[src/rtl/ps2_host_tx.sv]
// PS/2 host-to-device transmitter. It sends one command byte to the keyboard
// using the host-request protocol: inhibit the clock, assert the start bit,
// release the clock, then shift the frame out on device clock falls and check
// the device ACK. The lines are driven through active-high pull-low enables.
module ps2_host_tx #(
   parameter int INHIBIT_CYCLES = 6000,     // must be >= 2
   parameter int TIMEOUT_CYCLES = 1000000,
   parameter int FILTER_LEN     = 8
) (
   input  logic       clock,
   input  logic       reset,
   input  logic [7:0] tx_data,
   input  logic       tx_start,
   input  logic       ps2_clk_in,
   input  logic       ps2_dat_in,
   output logic       ps2_clk_oe,
   output logic       ps2_dat_oe,
   output logic       tx_busy,
   output logic       tx_done,
   output logic       tx_error
);

   localparam int CNT_MAX = (INHIBIT_CYCLES > TIMEOUT_CYCLES) ? INHIBIT_CYCLES : TIMEOUT_CYCLES;
   localparam int CNT_W   = $clog2(CNT_MAX) + 1;
   localparam int FLT_W   = $clog2(FILTER_LEN) + 1;

   // The start bit goes out one cycle before the inhibit ends, so the clock
   // stays low for exactly INHIBIT_CYCLES with both lines low in the last one.
   localparam logic [CNT_W-1:0] INHIBIT_DAT_CNT = CNT_W'(INHIBIT_CYCLES - 2);
   localparam logic [CNT_W-1:0] TIMEOUT_LAST    = CNT_W'(TIMEOUT_CYCLES - 1);
   localparam logic [CNT_W-1:0] CNT_SAT         = {CNT_W{1'b1}};
   localparam logic [FLT_W-1:0] FLT_LAST        = FLT_W'(FILTER_LEN - 1);

   typedef enum logic [2:0] {
      IDLE      = 3'd0,
      INHIBIT   = 3'd1,
      START     = 3'd2,
      SEND      = 3'd3,
      ACK       = 3'd4,
      WAIT_IDLE = 3'd5,
      ERROR     = 3'd6
   } state_t;

   // Odd parity: the bit that makes the total count of ones in data+parity odd.
   function automatic logic odd_parity(input logic [7:0] data);
      return ~^data;
   endfunction

   logic [1:0]       clk_sync_r;
   logic [1:0]       dat_sync_r;
   logic             clk_filt_r;
   logic [FLT_W-1:0] flt_cnt_r;
   logic             fall_r;

   state_t           state_r;
   logic [9:0]       frame_r;
   logic [3:0]       bit_idx_r;
   logic [CNT_W-1:0] cnt_r;
   logic [CNT_W-1:0] cnt_inc_s;
   logic             timeout_s;
   logic             clk_oe_r;
   logic             dat_oe_r;
   logic             busy_r;
   logic             done_r;
   logic             error_r;

   // Two-flop synchronizers for the asynchronous pin levels; idle bus reads high.
   always_ff @(posedge clock) begin
      if (reset) begin
         clk_sync_r <= 2'b11;
         dat_sync_r <= 2'b11;
      end else begin
         clk_sync_r <= {clk_sync_r[0], ps2_clk_in};
         dat_sync_r <= {dat_sync_r[0], ps2_dat_in};
      end
   end

   // Clock deglitch: the filtered level flips after FILTER_LEN consecutive differing samples.
   always_ff @(posedge clock) begin
      if (reset) begin
         clk_filt_r <= 1'b1;
         flt_cnt_r  <= {FLT_W{1'b0}};
         fall_r     <= 1'b0;
      end else if (clk_sync_r[1] == clk_filt_r) begin
         flt_cnt_r  <= {FLT_W{1'b0}};
         fall_r     <= 1'b0;
      end else if (flt_cnt_r == FLT_LAST) begin
         clk_filt_r <= clk_sync_r[1];
         flt_cnt_r  <= {FLT_W{1'b0}};
         fall_r     <= clk_filt_r;
      end else begin
         flt_cnt_r  <= flt_cnt_r + FLT_W'(1);
         fall_r     <= 1'b0;
      end
   end

   // Saturating increment and timeout terminal count for the shared cycle counter.
   always_comb begin
      cnt_inc_s = cnt_r;
      if (cnt_r != CNT_SAT) begin
         cnt_inc_s = cnt_r + CNT_W'(1);
      end else begin
         cnt_inc_s = cnt_r;
      end
      timeout_s = (cnt_r == TIMEOUT_LAST);
   end

   // Transmit sequencer; every output is a register so the pin enables never glitch.
   always_ff @(posedge clock) begin
      if (reset) begin
         state_r   <= IDLE;
         frame_r   <= 10'd0;
         bit_idx_r <= 4'd0;
         cnt_r     <= {CNT_W{1'b0}};
         clk_oe_r  <= 1'b0;
         dat_oe_r  <= 1'b0;
         busy_r    <= 1'b0;
         done_r    <= 1'b0;
         error_r   <= 1'b0;
      end else begin
         done_r  <= 1'b0;
         error_r <= 1'b0;
         case (state_r)
            IDLE: begin
               clk_oe_r <= 1'b0;
               dat_oe_r <= 1'b0;
               busy_r   <= 1'b0;
               if (tx_start) begin
                  frame_r   <= {1'b1, odd_parity(tx_data), tx_data};
                  bit_idx_r <= 4'd0;
                  cnt_r     <= {CNT_W{1'b0}};
                  clk_oe_r  <= 1'b1;
                  busy_r    <= 1'b1;
                  state_r   <= INHIBIT;
               end
            end
            INHIBIT: begin
               cnt_r <= cnt_inc_s;
               if (cnt_r == INHIBIT_DAT_CNT) begin
                  dat_oe_r <= 1'b1;
                  state_r  <= START;
               end
            end
            START: begin
               clk_oe_r <= 1'b0;
               cnt_r    <= {CNT_W{1'b0}};
               state_r  <= SEND;
            end
            SEND: begin
               // A fall wins over a coincident timeout.
               if (fall_r) begin
                  cnt_r     <= {CNT_W{1'b0}};
                  dat_oe_r  <= ~frame_r[bit_idx_r];
                  bit_idx_r <= bit_idx_r + 4'd1;
                  if (bit_idx_r == 4'd9) begin
                     state_r <= ACK;
                  end
               end else if (timeout_s) begin
                  dat_oe_r <= 1'b0;
                  error_r  <= 1'b1;
                  state_r  <= ERROR;
               end else begin
                  cnt_r <= cnt_inc_s;
               end
            end
            ACK: begin
               if (fall_r) begin
                  cnt_r     <= {CNT_W{1'b0}};
                  bit_idx_r <= bit_idx_r + 4'd1;
                  if (dat_sync_r[1] == 1'b0) begin
                     state_r <= WAIT_IDLE;
                  end else begin
                     error_r <= 1'b1;
                     state_r <= ERROR;
                  end
               end else if (timeout_s) begin
                  error_r <= 1'b1;
                  state_r <= ERROR;
               end else begin
                  cnt_r <= cnt_inc_s;
               end
            end
            WAIT_IDLE: begin
               if (clk_filt_r && dat_sync_r[1]) begin
                  done_r  <= 1'b1;
                  state_r <= IDLE;
               end else if (fall_r) begin
                  cnt_r <= {CNT_W{1'b0}};
               end else if (timeout_s) begin
                  error_r <= 1'b1;
                  state_r <= ERROR;
               end else begin
                  cnt_r <= cnt_inc_s;
               end
            end
            ERROR: begin
               clk_oe_r <= 1'b0;
               dat_oe_r <= 1'b0;
               busy_r   <= 1'b0;
               state_r  <= IDLE;
            end
            default: begin
               clk_oe_r <= 1'b0;
               dat_oe_r <= 1'b0;
               busy_r   <= 1'b0;
               state_r  <= IDLE;
            end
         endcase
      end
   end

   assign ps2_clk_oe = clk_oe_r;
   assign ps2_dat_oe = dat_oe_r;
   assign tx_busy    = busy_r;
   assign tx_done    = done_r;
   assign tx_error   = error_r;

endmodule

[config.mk]
export PLATFORM = sky130hd
export DESIGN_NAME = ps2_host_tx
export DESIGN_NICKNAME = d
export VERILOG_FILES = /design/src/rtl/ps2_host_tx.sv
export SDC_FILE = /design/constraint.sdc
export NUM_CORES = 1
export LEC_CHECK = 0
export BUFFER_PORTS_ARGS = -buffer_cell sky130_fd_sc_hd__buf_2
export CAP_MARGIN = 20
export CORE_UTILIZATION = 51
export CTS_CLUSTER_DIAMETER = 40
export DETAILED_ROUTE_END_ITERATION = 10
export PLACE_DENSITY = 0.69
export SYNTH_ARGS = -nofsm -noshare
export SYNTH_HDL_FRONTEND = slang
export SYNTH_SLANG_ARGS = --single-unit
[constraint.sdc]
create_clock -name clock -period 5.7 [get_ports clock]
set_input_delay 0.285 -clock clock [delete_from_list [all_inputs] [get_ports clock]]
set_output_delay 0.285 -clock clock [all_outputs]
set_load 0.01 [all_outputs]
==> summary.md, run 1 <==
| Metric | Value |
|---|---|
| Run status | `completed` |
| Sequential element share of the synthesized area | `37.64%` |
| Final WL | `5.907 mm` |
| Post-CTS Setup Inserts | `0` |
| FP Rows | `26` |
| Post-cts resize count | `0` |
| Total negative slack | `0 ps` |
| Clk Tree Root Cell | `clkbuf_8` |
| Synth Instances | `344` |
| Vias/cell | `5.974` |
| Buffers on Ports | `17` |
| FFs w/ async S/R, synth | `0%` |
| Starting Density | `54.16%` |
| Clock slew at the register clock pins of the worst setup and hold paths | `100 ps` |
| Final Hold Viols | `0` |
| Hold WC Path Type | `in -> reg` |
| First-pass DRT Iterations | `4` |
| Crit. End Element | `flip-flop` |
| Main synth FF type | `dfxtp_1` |
| Total number of yosys warnings | `0` |
| Largest net degree at the start of global routing | `35` |
| Final count of pins violating max slew | `0` |
| Clock Path Buffers | `2` |
| H-tree levels | `2` |
| CP Max Fanout | `19` |
| Power density over the cells | `252.7 nW/um^2` |
| Antenna Nets Post-Route | `0` |
| Max frequency | `402.6 MHz` |
| Routability cong. | `0.8696` |
| Critical Path AT | `2710 ps` |
| Syn avg cell area | `8.195 sq um` |
| CTS tree | `done` |
| Residual DRC | `0` |
| Distinct cells, synth | `54` |
| Pwr Total | `0.7636 mW` |
| Worst EP required | `5930 ps` |
| Cts bufs inserted | `5` |
| Area delta synth->final | `7.190%` |
| Worst slew pin tran | `782.0 ps` |
| EDFF count, synth | `0` |
| Minimum clock period | `2484 ps` |
| Leakage Power | `1.045 nW` |
| Inst Count DP | `411` |
| Final core occ | `58.05%` |
| RSZ-0062 raised after global routing | `no` |
| First-pass GRT wire length | `10.38 mm` |
| WL/cell | `14.10 microns` |
| Vias in the first global route | `2345` |
| Fin Hold WS | `164.5 ps` |
| Ant. Diodes | `0` |
| Max-cap violations | `0` |
| Io pins | `18` |
| Grt total ovfl | `0` |
| Later-pin clock latency in the skew report | `300 ps` |
| Skew final | `6.836 ps` |
| Die area | `5829 sq um` |
| Core area | `5205 sq um` |
| Syn Nets | `362` |
| Iter 0 DRT Violations | `213` |
| Die Span Y | `76.35 microns` |
| Pre-CTS setup slack | `3283 ps` |
| Tcrit/Tclk final | `43.58%` |
| Final non-filler cell total | `419` |
| CTS Hold Bufs | `0` |
| Max-slew headroom | `47.87%` |
| Final Net Count | `366` |
| Synthesized area | `2819 sq um` |
| HPWL Detailed | `4.246 mm` |
| Crit Path Class | `reg -> reg` |
| Initial antenna violation count | `0` |
| Placed Area | `2902 sq um` |
| Final setup fails | `0` |
| Peak supply drop | `0.1233 mV` |
| CP Launch Type | `flip-flop` |
| Total number of vias | `2503` |
| Clock sink count | `53` |
| Total GRT Usage | `21.64%` |
| Fin area | `3022 sq um` |
| #FFs+latches synth | `53` |
| Fraction of layout cells with a size suffix above 1 | `10.32%` |
| Chip Width | `76.35 microns` |
| Post-layout worst setup margin | `3216 ps` |
-- metal layers --
metal / wire, microns / up-vias / share of wire [%] / global-route usage, %
met5: 0 / - / 0 / 0
met4: 69 / 0 / 1.2 / 7.115
met3: 200 / 7 / 3.4 / 2.874
met2: 2783 / 50 / 47 / 36.31
met1: 2853 / 1175 / 48 / 28.64
li1: - / 1271 / - / -
-- sequential cells by signal, summed over array words and instances, names as in the netlist --
register / flops
tx_busy: 1
frame_r: 10
cnt_r: 21
dat_sync_r: 2
tx_done: 1
ps2_clk_oe: 1
ps2_dat_oe: 1
flt_cnt_r: 4
clk_filt_r: 1
fall_r: 1
bit_idx_r: 4
state_r: 3
clk_sync_r: 2
tx_error: 1
-- cells in the final DEF (no fill, tap or decap), drive strengths merged, types with 3 or more instances in the layout --
cell type and instances:
a211o 3, clkbuf 6, or4 8, inv 9, nand3 17, or3 7
xnor2 11, nand2b 4, nand4 13, dfxtp 53, and2 3, a22oi 3
nor3 12, mux2i 6, nand2 40, ha 5, or2 5, and3 5
o31ai 8, o21ai 9, nor2 22, buf 18, nor4 3, o211ai 4
a21oi 32, and4 3, nor2b 3, nand3b 5
-- path summary, 6_finish.rpt --
| check | slack, ps | startpoint | to | depth (start not counted) |
|---|---|---|---|---|
| worst max register to register | 3220 | state_r[1]$_SDFFE_PP0P_ | cnt_r[17]$_SDFFE_PP0P_ | 6 |
| worst min-delay path | 160 | ps2_clk_in | clk_sync_r[0]$_SDFF_PP1_ | 2 |
| worst min register to register | 420 | clk_sync_r[0]$_SDFF_PP1_ | clk_sync_r[1]$_SDFF_PP1_ | 1 |
| worst max-delay path | 3220 | state_r[1]$_SDFFE_PP0P_ | cnt_r[17]$_SDFFE_PP0P_ | 6 |
-- synthesized netlist by cell type (all sizes together), types with 5 or more instances --
cell type / number / area (sq um)
a21oi: 32 / 160.2
and3: 5 / 31.28
buf: 5 / 37.53
clkbuf: 16 / 60.06
dfxtp: 53 / 1061
ha: 5 / 62.56
inv: 9 / 33.78
mux2i: 6 / 60.06
nand2: 40 / 150.1
nand3: 17 / 85.08
nand3b: 5 / 37.54
nand4: 13 / 81.33
nor2: 22 / 82.58
nor3: 12 / 60.06
o21ai: 9 / 45.04
o31ai: 8 / 60.06
or2: 5 / 33.78
or3: 7 / 48.80
or4: 8 / 60.06
xnor2: 11 / 96.34
-- critical path, cell delays in order (launching register included) --
cell and delay (ps):
dfxtp_1 700, nor4_1 160, a21o_4 250, or3_4 440, or2_4 260, or4_1 420, a21oi_1 170
-- layout make-up --
type | instances | area [sq um]
Clock buffer | 6 | 82.58
Fill cell | 504 | 2183
Sequential cell | 53 | 1061
Timing Repair Buffer | 18 | 92.59
Multi-Input combinational cell | 261 | 1627
Inverter | 9 | 33.78
Clock inverter | 2 | 37.54
Tap cell | 70 | 87.58
-- power by group --
part	total, mW	switching (mW)	leakage (nW)	internal, mW
combinational	0.0978	0.0576	0.557	0.0402
sequential	0.401	0.0165	0.431	0.384
clock	0.265	0.122	0.0574	0.143
total	0.764	0.196	1.05	0.567
-- kinds of logic (layout without fill, tap and decap cells) --
kind of cell,count (synthesis),count (layout),share of synthesized area [%]
and+or+nand+nor,154,154,28.85
DFF,53,53,37.64
AOI/OAI and AO/OA,81,81,18.86
xor gates and xnor gates,13,13,4.039
buffers and inverters,30,35,4.660
adders and majority gates,5,5,2.219
muxes,8,8,3.728
Note: power is estimated with default switching activity, not from simulation.
==> run 2, diff against run 1 <==
Settings changed: PLACE_DENSITY 0.69 to 0.72.
Clock period 5.7 ns to 2.2 ns, I/O delays scaled along.
==> run 2 against run 1 <==
  * Power grew 150%
  * Routed wire length grew 6.3%
  * Clock skew is essentially flat
  * Core utilization grew 4.3 points
  * Global-route usage grew 1.1 points
  * Sequential share of layout area shrank 2.3 points
  * Combinational power grew to 3.2 times the previous value
  * Critical path type unchanged
  * Largest cell class unchanged
  * Highest routed layer unchanged
==> summary.md, run 2 (synthesis gave the netlist of run 1 again) <==
| Metric | Value |
|---|---|
| Area delta synth->final | `15.18%` |
| Worst slew pin tran | `630.2 ps (-151.8 ps)` |
| Crit. End Element | `flip-flop` |
| Crit path top cell by count | `a21oi_1` |
| Total negative slack | `0 ps (unchanged)` |
| Minimum clock period | `2099 ps (-385.4 ps)` |
| CP Launch Type | `flip-flop` |
| Io pins | `18 (unchanged)` |
| Grt total ovfl | `0 (unchanged)` |
| Post-layout worst setup margin | `101.3 ps (-3115 ps)` |
| Final count of pins violating max slew | `0 (unchanged)` |
| Largest net degree at the start of global routing | `35 (unchanged)` |
| Worst EP required | `2440 ps (-3490 ps)` |
| Clock Path Buffers | `2 (unchanged)` |
| Iter 0 DRT Violations | `255 (+20%)` |
| Comb pwr share | `16.6% (+3.8 points)` |
| Final Net Count | `391 (+6.8%)` |
| Final setup fails | `0 (unchanged)` |
| Biggest register | `cnt_r` |
| Fraction of layout cells with a size suffix above 1 | `18.45% (+8.1 points)` |
| Clock slew at the register clock pins of the worst setup and hold paths | `100 ps (about the same)` |
| Max-cap violations | `0 (unchanged)` |
| Clock power frac | `29.6% (-5.1 points)` |
| Peak supply drop | `0.3711 mV (+200%)` |
| Final WL | `6.279 mm (+6.3%)` |
| Critical Path AT | `2340 ps (-370 ps)` |
| Leakage Power | `1.161 nW (+11%)` |
| Later-pin clock latency in the skew report | `310 ps (about the same)` |
| Crit Path Class | `reg -> reg` |
| Hold WC Path Type | `in -> reg` |
| Total GRT Usage | `22.77% (+1.1 points)` |
| Inst Count DP | `433 (+5.4%)` |
| Die area | `5829 sq um (unchanged)` |
| Max stage delay cell, worst path | `or4_1` |
| Max-slew headroom | `57.63% (+9.8 points)` |
| Clk Tree Root Cell | `clkbuf_8` |
| CP Cell Sequence | `buf_4 > nand3b_1 > a21oi_1 > a211o_4 > or4_1 > a21oi_1` |
| FP Rows | `26 (unchanged)` |
| CTS tree | `done` |
| Internal | `1.357 mW (+140%)` |
| CP Max Fanout | `14 (-5)` |
| Run status | `completed` |
| Most common cell after layout, fill and taps aside | `dfxtp_1` |
| Final non-filler cell total | `444 (+6.0%)` |
| Buffers on Ports | `17 (unchanged)` |
| Initial antenna violation count | `0 (unchanged)` |
| Antenna Nets Post-Route | `0 (unchanged)` |
| Routability cong. | `0.8898 (+2.3%)` |
| First-pass DRT Iterations | `5 (+1)` |
| Share of power burned in registers | `53.9% (+1.4 points)` |
| WL/cell | `14.14 microns (+0.31%)` |
| Largest register FFs | `21 (unchanged)` |
| Ant. Diodes | `0 (unchanged)` |
| Vias/cell | `5.878 (-1.6%)` |
| Residual DRC | `0 (unchanged)` |
| H-tree levels | `2 (unchanged)` |
| Pre-CTS setup slack | `1.006 ps (-3282 ps)` |
| First-pass GRT wire length | `10.78 mm (+3.8%)` |
| Starting Density | `54.16% (unchanged)` |
| Total number of vias | `2610 (+4.3%)` |
| Power density over the cells | `584.9 nW/um^2 (+130%)` |
| Fill cells | `467 (-7.3%)` |
| HPWL Detailed | `4.418 mm (+4.0%)` |
| Cts bufs inserted | `5 (unchanged)` |
| Sw Share | `28.55% (+2.8 points)` |
| Max frequency | `476.5 MHz (+18%)` |
| Biggest regs | `cnt_r (21), frame_r (10)` |
| Clock sink count | `53 (unchanged)` |
| Fin Hold WS | `44.98 ps (-119.5 ps)` |
| Core area | `5205 sq um (unchanged)` |
| CP peak stage delay | `490 ps (-210 ps)` |
| Skew final | `7.036 ps (+0.2006 ps)` |
| Vias in the first global route | `2393 (+2.0%)` |
| Final core occ | `62.38% (+4.3 points)` |
| Final Hold Viols | `0 (unchanged)` |
| Die Span Y | `76.35 microns (unchanged)` |
| Chip Width | `76.35 microns (unchanged)` |
| Sw Pwr | `0.5421 mW (+180%)` |
| Tcrit/Tclk final | `95.39% (+52 points)` |
| Most frequent cells in the layout | `50 x dfxtp_1, 40 x nand2_1, 30 x a21oi_1` |
-- run 2: area by class of cell --
cell class                 count  area, sq um  area share [%]
sequential                    53         1065           32.79
clock buffer                   6        72.57           2.235
tap                           70        87.58           2.697
multi-input combinational    261         1675           51.60
timing repair buffer          43        297.8           9.172
clock inverter                 2        15.01          0.4624
inverter                       9        33.78           1.040
-- run 2: power groups by stage --
stage	registers, mW	clock network [mW]	logic, mW
global route	1.03	0.610	0.351
floorplan	1.04	0	0.218
CTS	1.02	0.578	0.306
detailed placement	1.04	0	0.299
global placement	1.04	0	0.297
finish	1.02	0.562	0.315
-- run 2: path summary, 6_finish.rpt --
| path | start | endpoint | slack (ps) | cells after the start |
|---|---|---|---|---|
| worst max-delay path | state_r[2]$_SDFFE_PP0P_ | cnt_r[13]$_SDFFE_PP0P_ | 100 | 6 |
| worst min-delay path | tx_data[4] | frame_r[4]$_SDFFE_PP0P_ | 40 | 3 |
| worst max register to register | state_r[2]$_SDFFE_PP0P_ | cnt_r[13]$_SDFFE_PP0P_ | 100 | 6 |
| worst min register to register | clk_sync_r[0]$_SDFF_PP1_ | clk_sync_r[1]$_SDFF_PP1_ | 420 | 1 |
-- run 2: routing by layer --
metal / vias to the layer above / GRT usage [%] / part of all wire, %
met5: - / 0 / 0
met4: 0 / 8.269 / 1.8
met3: 12 / 3.952 / 5.8
met2: 82 / 37.66 / 46
met1: 1202 / 29.66 / 46
li1: 1314 / - / -
-- run 2: stage by stage --
stage | area [sq um] | total power, mW
after floorplan | 2819 | 1.255
after detailed placement | 3079 | 1.343
after CTS | 3194 | 1.905
after global placement | 3079 | 1.339
after global routing | 3247 | 1.989
final | 3247 | 1.899
-- run 2: worst max-delay path: cells and delay by family (launching register included) --
| kind | cells | cell delay (ps) |
|---|---|---|
| AND/OR/NAND/NOR | 2 | 670 |
| AO/OA/AOI/OAI | 3 | 720 |
| buffers and inverters | 1 | 230 |
| flip-flops | 1 | 420 |
-- run 2: repair_timing --
item,4_1_cts,5_1_grt
buffers inserted,0,1
gates resized for setup,1,12
pin swaps,0,2
hold endpoints to repair,2,0
endpoints found under the setup margin,2,7
hold buffers,2,0
==> run 3, diff against run 2 <==
Settings changed: PLACE_DENSITY 0.72 to not set, PLACE_DENSITY_LB_ADDON set to 0.05.
==> run 3 against run 2 <==
  * Maximum frequency shrank 0.58%
  * Setup slack got worse by 12 ps
  * Largest cell class unchanged
  * Critical endpoint is now cnt_r[11]$_SDFFE_PP0P_
  * Sequential power about the same
  * Largest power group unchanged
==> summary.md, run 3 (synthesis gave the netlist of run 1 again) <==
| Metric | Value |
|---|---|
| RSZ-0062 raised after global routing | `no` |
| Vias/cell | `5.823 (-0.94%)` |
| Worst slew pin tran | `661.9 ps (+31.72 ps)` |
| First-pass GRT wire length | `10.70 mm (-0.71%)` |
| Reg2Reg Depth | `7 (+1)` |
| Pre-CTS setup slack | `23.78 ps (+22.77 ps)` |
| Flop-to-flop setup slack | `90 ps (about the same)` |
| Grt total ovfl | `0 (unchanged)` |
| First-pass DRT Iterations | `5 (unchanged)` |
| Sw Share | `25.73% (-2.8 points)` |
| Total GRT Usage | `22.48% (-0.30 points)` |
| Run status | `completed` |
| Hold WC Path Type | `in -> reg` |
| Largest register FFs | `21 (unchanged)` |
| HPWL Detailed | `4.559 mm (+3.2%)` |
| Peak supply drop | `0.2982 mV (-20%)` |
| Cts bufs inserted | `5 (unchanged)` |
| Max-slew headroom | `55.50% (-2.1 points)` |
| Worst EP required | `2450 ps (about the same)` |
| R2r endpoint | `cnt_r[11]$_SDFFE_PP0P_` |
| Io pins | `18 (unchanged)` |
| Fin area | `3279 sq um (+1.0%)` |
| Internal | `1.500 mW (+11%)` |
| Total negative slack | `0 ps (unchanged)` |
| Final Net Count | `394 (+0.77%)` |
| Die area | `5829 sq um (unchanged)` |
| WL/cell | `14.10 microns (-0.32%)` |
| Fin Hold WS | `58.87 ps (+13.89 ps)` |
| Routability cong. | `0.8729 (-1.9%)` |
| Area delta synth->final | `16.33%` |
| Max frequency | `473.7 MHz (-0.58%)` |
| Minimum clock period | `2111 ps (+12.15 ps)` |
| Worst Min Path Start | `tx_data[4]` |
| Iter 0 DRT Violations | `173 (-32%)` |
| Biggest register | `cnt_r` |
| CP Max Fanout | `12 (-2)` |
| Antenna Nets Post-Route | `0 (unchanged)` |
| Max-cap violations | `0 (unchanged)` |
| Setup crit end | `cnt_r[11]$_SDFFE_PP0P_` |
| Die Span Y | `76.35 microns (unchanged)` |
| Reg2reg start | `cnt_r[18]$_SDFFE_PP0P_` |
| Clk Tree Root Cell | `clkbuf_8` |
| Largest net degree at the start of global routing | `35 (unchanged)` |
| Clock Path Buffers | `2 (unchanged)` |
| Comb pwr share | `15.3% (-1.3 points)` |
| CTS tree | `done` |
| Post-layout worst setup margin | `89.17 ps (-12.15 ps)` |
| Starting Density | `54.16% (unchanged)` |
| Final Hold Viols | `0 (unchanged)` |
| Tcrit/Tclk final | `95.95% (+0.55 points)` |
| Crit Path Class | `reg -> reg` |
| Core area | `5205 sq um (unchanged)` |
| Most common cell after layout, fill and taps aside | `dfxtp_1` |
| Final count of pins violating max slew | `0 (unchanged)` |
| Biggest regs | `cnt_r (21), frame_r (10)` |
| Final WL | `6.301 mm (+0.35%)` |
| Leakage Power | `1.192 nW (+2.7%)` |
| Share of power burned in registers | `50.7% (-3.2 points)` |
| Power density over the cells | `615.7 nW/um^2 (+5.3%)` |
| Later-pin clock latency in the skew report | `310 ps (about the same)` |
| Vias in the first global route | `2363 (-1.3%)` |
| Clock slew at the register clock pins of the worst setup and hold paths | `90 ps (about the same)` |
| H-tree levels | `2 (unchanged)` |
| Ant. Diodes | `0 (unchanged)` |
| Clock power frac | `34.0% (+4.4 points)` |
| Chip Width | `76.35 microns (unchanged)` |
| Placed Area | `3102 sq um (+0.73%)` |
| Clock sink count | `53 (unchanged)` |
| Residual DRC | `0 (unchanged)` |
| Most frequent cells in the layout | `48 x dfxtp_1, 40 x nand2_1, 30 x a21oi_1` |
| Fraction of layout cells with a size suffix above 1 | `19.10% (+0.65 points)` |
| Setup crit start | `cnt_r[18]$_SDFFE_PP0P_` |
| FP Rows | `26 (unchanged)` |
| Critical Path AT | `2360 ps (+20 ps)` |
| Crit. End Element | `flip-flop` |
| Buffers on Ports | `17 (unchanged)` |
| CP Launch Type | `flip-flop` |
| Sw Pwr | `0.5195 mW (-4.2%)` |
| Final setup fails | `0 (unchanged)` |
| Total number of vias | `2603 (-0.27%)` |
| Initial antenna violation count | `0 (unchanged)` |
| Skew final | `5.578 ps (-1.458 ps)` |
## run 3: what timing repair did
action | 4_1_cts | 5_1_grt
buffers inserted | 0 | 1
gates resized for setup | 0 | 10
hold endpoints to repair | 2 | 0
hold buffers | 2 | 0
endpoints found under the setup margin | 0 | 7
## run 3: through the flow
| stage | instances | power (mW) | utilization (%) |
|---|---|---|---|
| 2_1_floorplan | 344 | 1.255 | - |
| 3_3_place_gp | 436 | 1.344 | 59.59 |
| 3_5_place_dp | 436 | 1.347 | 59.59 |
| 4_1_cts | 446 | 2.047 | 62.28 |
| 5_1_grt | 447 | 2.127 | 63.00 |
| 6_report | 447 | 2.019 | 63.00 |
## run 3: cell type report
cell class	count	area, sq um
Clock buffer	6	82.58
Clock inverter	2	37.54
Fill cell	460	1926
Inverter	9	33.78
Multi-Input combinational cell	261	1650
Sequential cell	53	1067
Tap cell	70	87.58
Timing Repair Buffer	46	320.3
## run 3: layer usage
layer / routed length, microns / global-route usage, % / vias to the layer above
met4: 97 / 8.462 / 0
met3: 222 / 4.192 / 12
met2: 3016 / 38.38 / 58
li1: - / - / 1319
met5: 0 / 0 / -
met1: 2963 / 27.99 / 1214
## run 3: worst max-delay path, stage by stage (launching register included)
cell	delay [ps]
dfxtp_2	350
and4_1	220
and3_1	210
and3_1	180
a211o_1	310
buf_12	160
or4_1	490
a21oi_2	140
## run 3: worst min path at each step
stage	endpoint	slack, ps	cells past startpoint
floorplan	clk_sync_r[0]$_SDFF_PP1_	210	1
global placement	clk_sync_r[0]$_SDFF_PP1_	290	2
detailed placement	clk_sync_r[0]$_SDFF_PP1_	290	2
CTS	frame_r[4]$_SDFFE_PP0P_	40	3
global route	frame_r[0]$_SDFFE_PP0P_	50	3
finish	frame_r[4]$_SDFFE_PP0P_	60	3
## run 3: power by group through the flow
| stage | Clock (mW) | Sequential [mW] | Combinational [mW] |
|---|---|---|---|
| 2_1_floorplan | 0 | 1.04 | 0.218 |
| 3_3_place_gp | 0 | 1.04 | 0.300 |
| 3_5_place_dp | 0 | 1.05 | 0.301 |
| 4_1_cts | 0.719 | 1.02 | 0.306 |
| 5_1_grt | 0.752 | 1.03 | 0.345 |
| 6_report | 0.686 | 1.02 | 0.310 |
